--- src/rtl/als_mon_pkg.sv ---
// Shared types and default sizes for the adder error-monitor family.
// The run FSM encoding is shared so that monitors and benches agree on state values.
package als_mon_pkg;

  localparam int WIDTH_DEF     = 17;
  localparam int N_SAMPLES_DEF = 100000;
  localparam int CNT_W_DEF     = 17;
  localparam int ACC_W_DEF     = 34;
  localparam int DRAIN_CYCLES  = 2;

  typedef enum logic [1:0] {
    ST_IDLE  = 2'd0,
    ST_RUN   = 2'd1,
    ST_DRAIN = 2'd2,
    ST_DONE  = 2'd3
  } mon_state_e;

endpackage

--- src/rtl/als_error_monitor_if.sv ---
// Sample-pair stream into the error monitor.
// valid/ready: a pair transfers on a rising edge where in_valid && in_ready; the source holds data while in_valid is high.
interface als_error_monitor_if
  import als_mon_pkg::*;
#(
  parameter int WIDTH = WIDTH_DEF
) ();

  logic             in_valid;
  logic             in_ready;
  logic [WIDTH-1:0] exact_in;
  logic [WIDTH-1:0] approx_in;

  modport master (output in_valid, output exact_in, output approx_in, input in_ready);
  modport slave  (input in_valid, input exact_in, input approx_in, output in_ready);

endinterface

--- src/rtl/als_abs_diff.sv ---
// Unsigned absolute difference (larger minus smaller) plus a mismatch flag.
// Purely combinational so it can feed any monitor's first pipeline stage.
module als_abs_diff
  import als_mon_pkg::*;
#(
  parameter int WIDTH = WIDTH_DEF
) (
  input  logic [WIDTH-1:0] a_i,
  input  logic [WIDTH-1:0] b_i,
  output logic [WIDTH-1:0] diff_o,
  output logic             mismatch_o
);

  always_comb begin
    diff_o     = (a_i >= b_i) ? (a_i - b_i) : (b_i - a_i);
    mismatch_o = (a_i != b_i);
  end

endmodule

--- src/rtl/als_error_monitor.sv ---
// Streams exact/approximate adder results and accumulates error count, sum and
// maximum of absolute error distance over a fixed-length run.
module als_error_monitor
  import als_mon_pkg::*;
#(
  parameter int WIDTH     = WIDTH_DEF,
  parameter int N_SAMPLES = N_SAMPLES_DEF,
  parameter int CNT_W     = CNT_W_DEF,
  parameter int ACC_W     = ACC_W_DEF
) (
  input  logic             clk,
  input  logic             rst_n,
  input  logic             start,
  input  logic             done_ack,
  als_error_monitor_if.slave s_if,
  output logic             busy,
  output logic             done,
  output logic [CNT_W-1:0] sample_count,
  output logic [CNT_W-1:0] err_count,
  output logic [ACC_W-1:0] sum_abs_err,
  output logic [WIDTH-1:0] max_abs_err,
  output logic             acc_sat,
  output mon_state_e       dbg_state
);

  localparam logic [CNT_W-1:0] N_MAX     = CNT_W'(N_SAMPLES);
  localparam logic [1:0]       DRAIN_END = 2'(DRAIN_CYCLES - 1);

  mon_state_e       state_q, state_d;
  logic [1:0]       drain_q, drain_d;
  logic             clear;

  logic [CNT_W-1:0] sample_count_q, err_count_q, count_inc;
  logic [ACC_W-1:0] sum_q, sum_d;
  logic [ACC_W:0]   sum_wide;
  logic             sum_ovf;
  logic [WIDTH-1:0] max_q;
  logic             sat_q;

  logic             v1_q, mis1_q;
  logic [WIDTH-1:0] d1_q;
  logic [WIDTH-1:0] diff;
  logic             mismatch;
  logic             in_ready;
  logic             accept;

  als_abs_diff #(.WIDTH(WIDTH)) u_abs_diff (
    .a_i        (s_if.exact_in),
    .b_i        (s_if.approx_in),
    .diff_o     (diff),
    .mismatch_o (mismatch)
  );

  assign in_ready  = (state_q == ST_RUN) && (sample_count_q < N_MAX);
  assign accept    = s_if.in_valid && in_ready;
  assign count_inc = sample_count_q + CNT_W'(1);

  // Start wins over done_ack in DONE; start is ignored while a run is live.
  always_comb begin
    state_d = state_q;
    drain_d = drain_q;
    clear   = 1'b0;
    unique case (state_q)
      ST_IDLE: begin
        if (start) begin
          state_d = ST_RUN;
          clear   = 1'b1;
        end
      end
      ST_RUN: begin
        if (accept && (count_inc == N_MAX)) begin
          state_d = ST_DRAIN;
          drain_d = 2'd0;
        end
      end
      ST_DRAIN: begin
        if (drain_q == DRAIN_END) state_d = ST_DONE;
        else                      drain_d = drain_q + 2'd1;
      end
      ST_DONE: begin
        if (start) begin
          state_d = ST_RUN;
          clear   = 1'b1;
        end else if (done_ack) begin
          state_d = ST_IDLE;
        end
      end
      default: state_d = ST_IDLE;
    endcase
  end

  always_ff @(posedge clk or negedge rst_n) begin
    if (!rst_n) begin
      state_q <= ST_IDLE;
      drain_q <= 2'd0;
    end else begin
      state_q <= state_d;
      drain_q <= drain_d;
    end
  end

  // Saturating accumulate: any carry out of ACC_W pins the sum at all-ones.
  always_comb begin
    sum_wide = {1'b0, sum_q} + (ACC_W + 1)'(d1_q);
    sum_ovf  = sum_wide[ACC_W];
    sum_d    = sum_ovf ? {ACC_W{1'b1}} : sum_wide[ACC_W-1:0];
  end

  always_ff @(posedge clk or negedge rst_n) begin
    if (!rst_n) begin
      sample_count_q <= '0;
      err_count_q    <= '0;
      sum_q          <= '0;
      max_q          <= '0;
      sat_q          <= 1'b0;
      v1_q           <= 1'b0;
      mis1_q         <= 1'b0;
      d1_q           <= '0;
    end else if (clear) begin
      sample_count_q <= '0;
      err_count_q    <= '0;
      sum_q          <= '0;
      max_q          <= '0;
      sat_q          <= 1'b0;
      v1_q           <= 1'b0;
      mis1_q         <= 1'b0;
      d1_q           <= '0;
    end else begin
      v1_q <= accept;
      if (accept) begin
        sample_count_q <= count_inc;
        d1_q           <= diff;
        mis1_q         <= mismatch;
      end
      if (v1_q) begin
        err_count_q <= err_count_q + CNT_W'(mis1_q);
        sum_q       <= sum_d;
        sat_q       <= sat_q | sum_ovf;
        if (d1_q > max_q) max_q <= d1_q;
      end
    end
  end

  assign s_if.in_ready = in_ready;
  assign busy          = (state_q == ST_RUN) || (state_q == ST_DRAIN);
  assign done          = (state_q == ST_DONE);
  assign sample_count  = sample_count_q;
  assign err_count     = err_count_q;
  assign sum_abs_err   = sum_q;
  assign max_abs_err   = max_q;
  assign acc_sat       = sat_q;
  assign dbg_state     = state_q;

endmodule
--- src/flat_wrapper.sv ---
// flat-port wrapper written by rule: the top's interface ports become plain ports
module als_error_monitor_flat import als_mon_pkg::*;
#(
  parameter int WIDTH     = WIDTH_DEF,
  parameter int N_SAMPLES = N_SAMPLES_DEF,
  parameter int CNT_W     = CNT_W_DEF,
  parameter int ACC_W     = ACC_W_DEF
)
  (clk, rst_n, start, done_ack, busy, done, sample_count, err_count, sum_abs_err, max_abs_err, acc_sat, dbg_state, s_if_in_valid, s_if_exact_in, s_if_approx_in, s_if_in_ready);
  als_error_monitor_if #(.WIDTH(WIDTH)) s_if_i ();
  input  logic clk;
  input  logic rst_n;
  input  logic start;
  input  logic done_ack;
  output logic busy;
  output logic done;
  output logic [CNT_W-1:0] sample_count;
  output logic [CNT_W-1:0] err_count;
  output logic [ACC_W-1:0] sum_abs_err;
  output logic [WIDTH-1:0] max_abs_err;
  output logic acc_sat;
  output mon_state_e dbg_state;
  input wire logic [$bits(s_if_i.in_valid)-1:0] s_if_in_valid;
  input wire logic [$bits(s_if_i.exact_in)-1:0] s_if_exact_in;
  input wire logic [$bits(s_if_i.approx_in)-1:0] s_if_approx_in;
  output wire logic [$bits(s_if_i.in_ready)-1:0] s_if_in_ready;
  assign s_if_i.in_valid = s_if_in_valid;
  assign s_if_i.exact_in = s_if_exact_in;
  assign s_if_i.approx_in = s_if_approx_in;
  assign s_if_in_ready = s_if_i.in_ready;
  als_error_monitor #(.WIDTH(WIDTH), .N_SAMPLES(N_SAMPLES), .CNT_W(CNT_W), .ACC_W(ACC_W)) u_core (.clk(clk), .rst_n(rst_n), .start(start), .done_ack(done_ack), .s_if(s_if_i), .busy(busy), .done(done), .sample_count(sample_count), .err_count(err_count), .sum_abs_err(sum_abs_err), .max_abs_err(max_abs_err), .acc_sat(acc_sat), .dbg_state(dbg_state));
endmodule
--- config.mk ---
export PLATFORM = sky130hd
export DESIGN_NAME = als_error_monitor_flat
export DESIGN_NICKNAME = d
export VERILOG_FILES = /design/src/rtl/als_mon_pkg.sv /design/src/rtl/als_error_monitor_if.sv /design/src/rtl/als_abs_diff.sv /design/src/rtl/als_error_monitor.sv /design/src/flat_wrapper.sv
export SDC_FILE = /design/constraint.sdc
export NUM_CORES = 1
export LEC_CHECK = 0
export CORE_ASPECT_RATIO = 0.6
export CORE_MARGIN = 3
export CORE_UTILIZATION = 53
export DETAILED_ROUTE_END_ITERATION = 10
export GPL_ROUTABILITY_DRIVEN = 1
export GPL_TIMING_DRIVEN = 0
export HOLD_SLACK_MARGIN = 0.03
export PLACE_DENSITY = 0.85
export REMOVE_ABC_BUFFERS = 1
export SKIP_CTS_REPAIR_TIMING = 1
export SLEW_MARGIN = 20
export SYNTH_ARGS = -nofsm -noshare
export SYNTH_HDL_FRONTEND = slang
export SYNTH_SLANG_ARGS = --single-unit
--- constraint.sdc ---
create_clock -name clk -period 7.3 [get_ports clk]
set_clock_uncertainty 0.1 [all_clocks]
set_input_delay 1.825 -clock clk [delete_from_list [all_inputs] [get_ports clk]]
set_output_delay 1.825 -clock clk [all_outputs]
set_load 0.01 [all_outputs]
==> reports/qor.yml, run 1 <==
outcome:
  status: "complete, no violations"
finish:
  area_growth_pct: 21.4
  register_area_um2: 2730
  fin_area_um2: 9980
  multiInputGateArea_um2: 5010
  n_fill_cell: 1197
  fin_cells: 1269
  finish.utilization: 0.672
  layout-drive-gt1-share: 0.0439
  finalNetCount: 1184
  num_antenna_cells: 0
min_path:
  hold_path.class: "register to register"
power:
  power.density_nw_per_um2: 297
  p_seq_frac: 0.307
  p_sw_frac: 0.437
  power.net_switching_w: 0.00130
  p_int_w: 0.00167
  combPwrFrac: 0.536
  peakVddDrop_uv: 212
  p_leak_nw: 4.40
  share_clk_of_total_power: 0.157
synth:
  synthFlopType: "dfrtp_1"
  ys_types: 72
  ys_warn_count: 0
  synth-edff-count: 0
  ys_seq_area_frac: 0.332
  async_reset_ff_frac: 1.00
  syn_avg_cell_area_um2: 8.54
  synth_area_um2: 8220
  ys_seq_elements: 109
  syn_inst: 963
timing:
  tightest_slew_ns: 1.02
  max_freq_ghz: 0.199
  maxSlewViolCount: 0
  rsz0062_at_grt: "false"
  setup_violations: 0
  finalCritPeriodShare: 0.687
  slew_headroom: 0.322
  fin_crit_ns: 5.02
  tns_ns: 0
  finalHoldViolations: 0
route:
  first_iter_violations: 817
  wl_per_cell_um: 17.2
  antenna_left: 0
  drc: 0
  drt_wl_total_um: 21800
  drtPass1Iterations: 5
  via_count: 7681
  via_per_inst: 6.05
die:
  die_x_um: 167
  start_util: 0.554
  core_area_um2: 14800
  die_area_um2: 17100
  row_count: 34
  fp.dieH_um: 102
  ios: 130
clock_tree:
  cts_buffers: 9
  htreeDepth: 3
  cts_root_buffer: "clkbuf_16"
  cts.clk_slew.worst_paths_ns: 0.07
  clockBufferDepth: 2
  cts_tree: "done"
  clock_sink_count: 109
  clock_latency_ns: 0.35
global_route:
  antenna_found_initial: 0
  grt.overflow.total: 0
  grt_pass1_vias: 7144
  grt_pass1_wl_um: 35900
  track_usage: 0.256
  grt_max_degree: 75
critical_path:
  critical_path_class: "primary input to register"
  cp-start-kind: "primary input"
  critical_path.endpoint_type: "register"
  cp.arrival_ns: 5.13
  critPathRequiredTime_ns: 7.42
  worstPathMaxFanout: 9
  worst-r2r-setup-slack_ns: 3.26
placed_design:
  gp_routability_congestion: 0.928
  io_buffers: 129
  dp_cells: 1253
  dp_hpwl_um: 16600
  place_area_um2: 9700
job:
  drv_cap: 0
==> critical path: stages <==
cell             delay [ns]
clkdlybuf4s50_1        0.48
inv_1                  0.05
ha_1                   0.45
nand3_1                0.18
nor3_2                 0.28
a31oi_2                0.17
nor3b_2                0.20
a21oi_2                0.58
mux2_2                 0.43
a2111oi_0              0.39
a211oi_1               0.10
==> area by class of cell <==
| cell class | instances | area share |
|---|---|---|
| clock inverter | 5 | 0.00351 |
| timing repair buffer | 135 | 0.142 |
| clock buffer | 11 | 0.0243 |
| tap | 198 | 0.0248 |
| sequential | 109 | 0.273 |
| inverter | 79 | 0.0297 |
| multi-input combinational | 732 | 0.502 |
==> cells by family after synthesis <==
| kind of cell | Yosys count | share of synthesized area |
|---|---|---|
| compound gates | 284 | 0.217 |
| simple gates | 277 | 0.165 |
| buf+inv | 122 | 0.0601 |
| flops | 109 | 0.332 |
| fa+ha+maj | 79 | 0.123 |
| xor+xnor | 63 | 0.0671 |
| mux | 29 | 0.0359 |
==> registers in the layout, indices dropped and copies added (netlist names) <==
register / count
u_core.max_abs_err: 17
u_core.v1_q: 1
u_core.acc_sat: 1
u_core.drain_q: 2
u_core.sum_abs_err: 34
u_core.err_count: 17
u_core.sample_count: 17
u_core.dbg_state: 2
u_core.d1_q: 17
u_core.mis1_q: 1
==> through the flow <==
stage / worst slack [ns] / power, W / hold slack (ns)
after floorplan: 1.98 / 0.00182 / 0.396
after global placement: -0.381 / 0.00232 / 0.358
after detailed placement: 1.98 / 0.00247 / 0.368
after CTS: 2.34 / 0.00295 / 0.385
after global routing: 2.11 / 0.00316 / 0.404
final: 2.28 / 0.00296 / 0.379
==> metal layers <==
metal / wire length, um / up-vias / track usage
met2: 9380 / 299 / 0.390
li1: - / 3626 / -
met1: 10500 / 3725 / 0.384
met5: 0 / - / 0
met4: 274 / 0 / 0.0539
met3: 1700 / 31 / 0.0490
==> final timing paths <==
| path | start | endpoint | cells after the start |
|---|---|---|---|
| setup / recovery | s_if_approx_in[12] | u_core.d1_q[3]$_DFFE_PN0P_ | 11 |
| hold / removal | u_core.acc_sat$_DFFE_PN0P_ | u_core.acc_sat$_DFFE_PN0P_ | 2 |
| setup reg to reg | u_core.d1_q[0]$_DFFE_PN0P_ | u_core.sum_abs_err[25]$_DFFE_PN0P_ | 9 |
| hold reg to reg | u_core.acc_sat$_DFFE_PN0P_ | u_core.acc_sat$_DFFE_PN0P_ | 2 |
| max in group asynchronous | rst_n | u_core.sum_abs_err[1]$_DFFE_PN0P_ | 2 |
| min in group asynchronous | rst_n | u_core.err_count[8]$_DFFE_PN0P_ | 1 |
==> power groups by stage <==
stage	registers, W	clock network, W	logic [W]
floorplan	0.000896	0	0.000923
global placement	0.000911	0	0.00141
detailed placement	0.000914	0	0.00156
CTS	0.000903	0.000471	0.00157
global route	0.000923	0.000496	0.00175
finish	0.000909	0.000466	0.00159
==> placed cells by master (no fill, tap or decap), types with 6 or more instances in the layout <==
master	synthesis	routed
clkdlybuf4s50_1	0	128
dfrtp_1	109	109
o21ai_0	91	91
nor2_1	85	85
a21oi_1	82	81
inv_1	79	79
ha_1	76	76
nand2_1	60	60
nand3_1	40	40
xnor2_1	38	38
a21o_1	30	30
xor2_1	25	25
mux2i_1	25	25
nand4_1	19	19
a211oi_1	18	18
nor3_1	13	13
a31oi_1	9	9
clkbuf_16	0	9
o21bai_1	8	8
nor2b_1	8	7
or3_1	7	7
nor4_1	6	6
and3_1	6	6
==> cell usage after synthesis (all sizes together) (3+ instances only) <==
master	n	area, um2
a2111oi	5	56.3
a211oi	18	135
a21o	30	225
a21oi	83	419
a221oi	4	41.3
a31o	3	26.3
a31oi	11	90.1
and2	6	38.8
and3	7	45.1
and4	6	55.1
buf	13	82.6
clkbuf	30	115
dfrtp	109	2730
fa	3	60.1
ha	76	951
inv	79	297
mux2	4	45.0
mux2i	25	250
nand2	60	225
nand2b	3	18.8
nand3	41	210
nand3b	4	30.0
nand4	20	131
nor2	85	319
nor2b	8	50.1
nor3	14	75.1
nor4	6	37.5
o211ai	5	37.5
o21a	3	22.5
o21ai	92	460
o21bai	8	60.1
o31a	3	26.3
or2	3	18.8
or3	7	43.8
or4	3	22.5
xnor2	38	333
xor2	25	219
Power figures use the tool's default switching activity.
==> run 2: changes to the inputs <==
--- a/config.mk
+++ b/config.mk
@@ -7,12 +7,12 @@
 export LEC_CHECK = 0
 export CORE_ASPECT_RATIO = 0.6
 export CORE_MARGIN = 3
-export CORE_UTILIZATION = 53
+export CORE_UTILIZATION = 50
 export DETAILED_ROUTE_END_ITERATION = 10
 export GPL_ROUTABILITY_DRIVEN = 1
 export GPL_TIMING_DRIVEN = 0
 export HOLD_SLACK_MARGIN = 0.03
-export PLACE_DENSITY = 0.85
+export PLACE_DENSITY = 0.84
 export REMOVE_ABC_BUFFERS = 1
 export SKIP_CTS_REPAIR_TIMING = 1
 export SLEW_MARGIN = 20
==> constraint.sdc (replaced) <==
create_clock -name clk -period 4.4 [get_ports clk]
set_clock_uncertainty 0.1 [all_clocks]
set_input_delay 1.1 -clock clk [delete_from_list [all_inputs] [get_ports clk]]
set_output_delay 1.1 -clock clk [all_outputs]
set_load 0.01 [all_outputs]
==> run 2 against run 1 <==
Flip-flop and latch count did not move. Final cell count rose by 0.32%. Via count shrank 1.6%.
==> reports/qor.yml, run 2 (same netlist as run 1, synthesis figures left out) <==
clock_tree:
  clock_latency_ns: 0.36
  cts_tree: "done"
  clock_sink_count: 109
  htreeDepth: 3
  cts_buffers: 9
  cts_root_buffer: "clkbuf_16"
  clockBufferDepth: 2
  cts.clk_slew.worst_paths_ns: 0.08
timing:
  tns_ns: 0
  slew_headroom: 0.337
  maxSlewViolCount: 0
  tightest_slew_ns: 0.994
  finalCritPeriodShare: 0.958
  whs_ns: 0.383
  finalHoldViolations: 0
  setup_violations: 0
  fin_crit_ns: 4.22
  max_freq_ghz: 0.237
placed_design:
  io_buffers: 129
  gp_routability_congestion: 0.911
  dp_hpwl_um: 16200
finish:
  area_growth_pct: 21.7
  largest_reg_flops: 34
  final_common_cell: "clkdlybuf4s50_1"
  finalNetCount: 1183
  num_antenna_cells: 0
  final_cell_mix: "128 x clkdlybuf4s50_1, 109 x dfrtp_1, 91 x o21ai_0"
  layout-drive-gt1-share: 0.0449
critical_path:
  worstPathMaxFanout: 10
  r2r_end: "u_core.sum_abs_err[32]$_DFFE_PN0P_"
  critical_path_class: "primary input to register"
  r2r_start: "u_core.d1_q[0]$_DFFE_PN0P_"
  critical_path.endpoint_type: "register"
  worst-r2r-cell-count: 9
  cp.arrival_ns: 4.35
  critPathRequiredTime_ns: 4.54
  worst-r2r-setup-slack_ns: 0.31
  cp-start-kind: "primary input"
die:
  row_count: 35
  start_util: 0.523
  die_x_um: 172
  die_area_um2: 18100
  ios: 130
  core_area_um2: 15700
  fp.dieH_um: 105
outcome:
  status: "complete, no violations"
global_route:
  track_usage: 0.235
  antenna_found_initial: 0
  grt_pass1_vias: 6874
  grt_max_degree: 61
  grt_pass1_wl_um: 34900
  grt.overflow.total: 0
route:
  antenna_left: 0
  wl_per_cell_um: 16.9
  drt_wl_total_um: 21600
  via_per_inst: 5.94
  via_count: 7557
  drtPass1Iterations: 5
  drc: 0
  first_iter_violations: 642
min_path:
  hold_end: "u_core.acc_sat$_DFFE_PN0P_"
  hold_start: "u_core.acc_sat$_DFFE_PN0P_"
  min_path_cells: 2
  hold_path.class: "register to register"
job:
  drv_cap: 0
power:
  peakVddDrop_uv: 332
  power.density_nw_per_um2: 494
  p_leak_nw: 4.40
  p_total_w: 0.00494
run 2: cell types whose count changed in the layout (fill, tap and decap cells not counted), moves of 2 or more:
cell,before,now
inv_8,0,2
buf_4,2,0
buf_16,4,2
buf_12,0,2
run 2: cell type report:
cell class / count / area (um2)
flip-flops and latches: 109 / 2730
clock inverters: 7 / 81.3
well taps: 203 / 254
inverters: 79 / 297
repair buffers: 134 / 1400
clock buffers: 9 / 225
multi-input cells: 732 / 5020
fillers: 1329 / 5710
run 2: where the power goes:
group,total [W],switching [W],internal (W)
Combinational,0.00258,0.00146,0.00112
Sequential,0.00151,0.000287,0.00122
Clock,0.000857,0.000406,0.000451
Total,0.00494,0.00215,0.00279
run 2: worst max-delay path by stage:
stage | end | depth (start not counted) | start
5_1_grt | u_core.d1_q[3]$_DFFE_PN0P_ | 11 | s_if_approx_in[7]
2_1_floorplan | u_core.sum_abs_err[13]$_DFFE_PN0P_ | 4 | start
4_1_cts | u_core.d1_q[3]$_DFFE_PN0P_ | 11 | s_if_approx_in[12]
6_report | u_core.d1_q[9]$_DFFE_PN0P_ | 11 | s_if_approx_in[7]
3_5_place_dp | u_core.d1_q[3]$_DFFE_PN0P_ | 11 | s_if_approx_in[12]
3_3_place_gp | u_core.sum_abs_err[2]$_DFFE_PN0P_ | 3 | start
run 2: per-stage QoR:
| stage | utilization | setup WS, ns | std cells | cell area, um2 |
|---|---|---|---|---|
| final | 0.637 | 0.184 | 1273 | 10000 |
| after global placement | 0.609 | -2.70 | 1252 | 9570 |
| after floorplan | - | -0.191 | 920 | 8030 |
| after global routing | 0.637 | -0.0265 | 1273 | 10000 |
| after detailed placement | 0.616 | -0.226 | 1257 | 9690 |
| after CTS | 0.636 | 0.153 | 1273 | 10000 |
run 2: worst max-delay path, stage by stage:
cell and delay, ns:
clkdlybuf4s50_1 0.49, inv_1 0.05, ha_1 0.38, and2_2 0.25
and3_2 0.27, a31oi_2 0.23, nor3b_2 0.34, a21o_2 0.41
mux2_1 0.38, and3_1 0.18, o31a_1 0.27
run 2: routing by layer:
layer  GRT usage  wire [um]
met5           0          0
met4      0.0454        235
met3      0.0379       1490
met2       0.337       9150
met1       0.372      10700
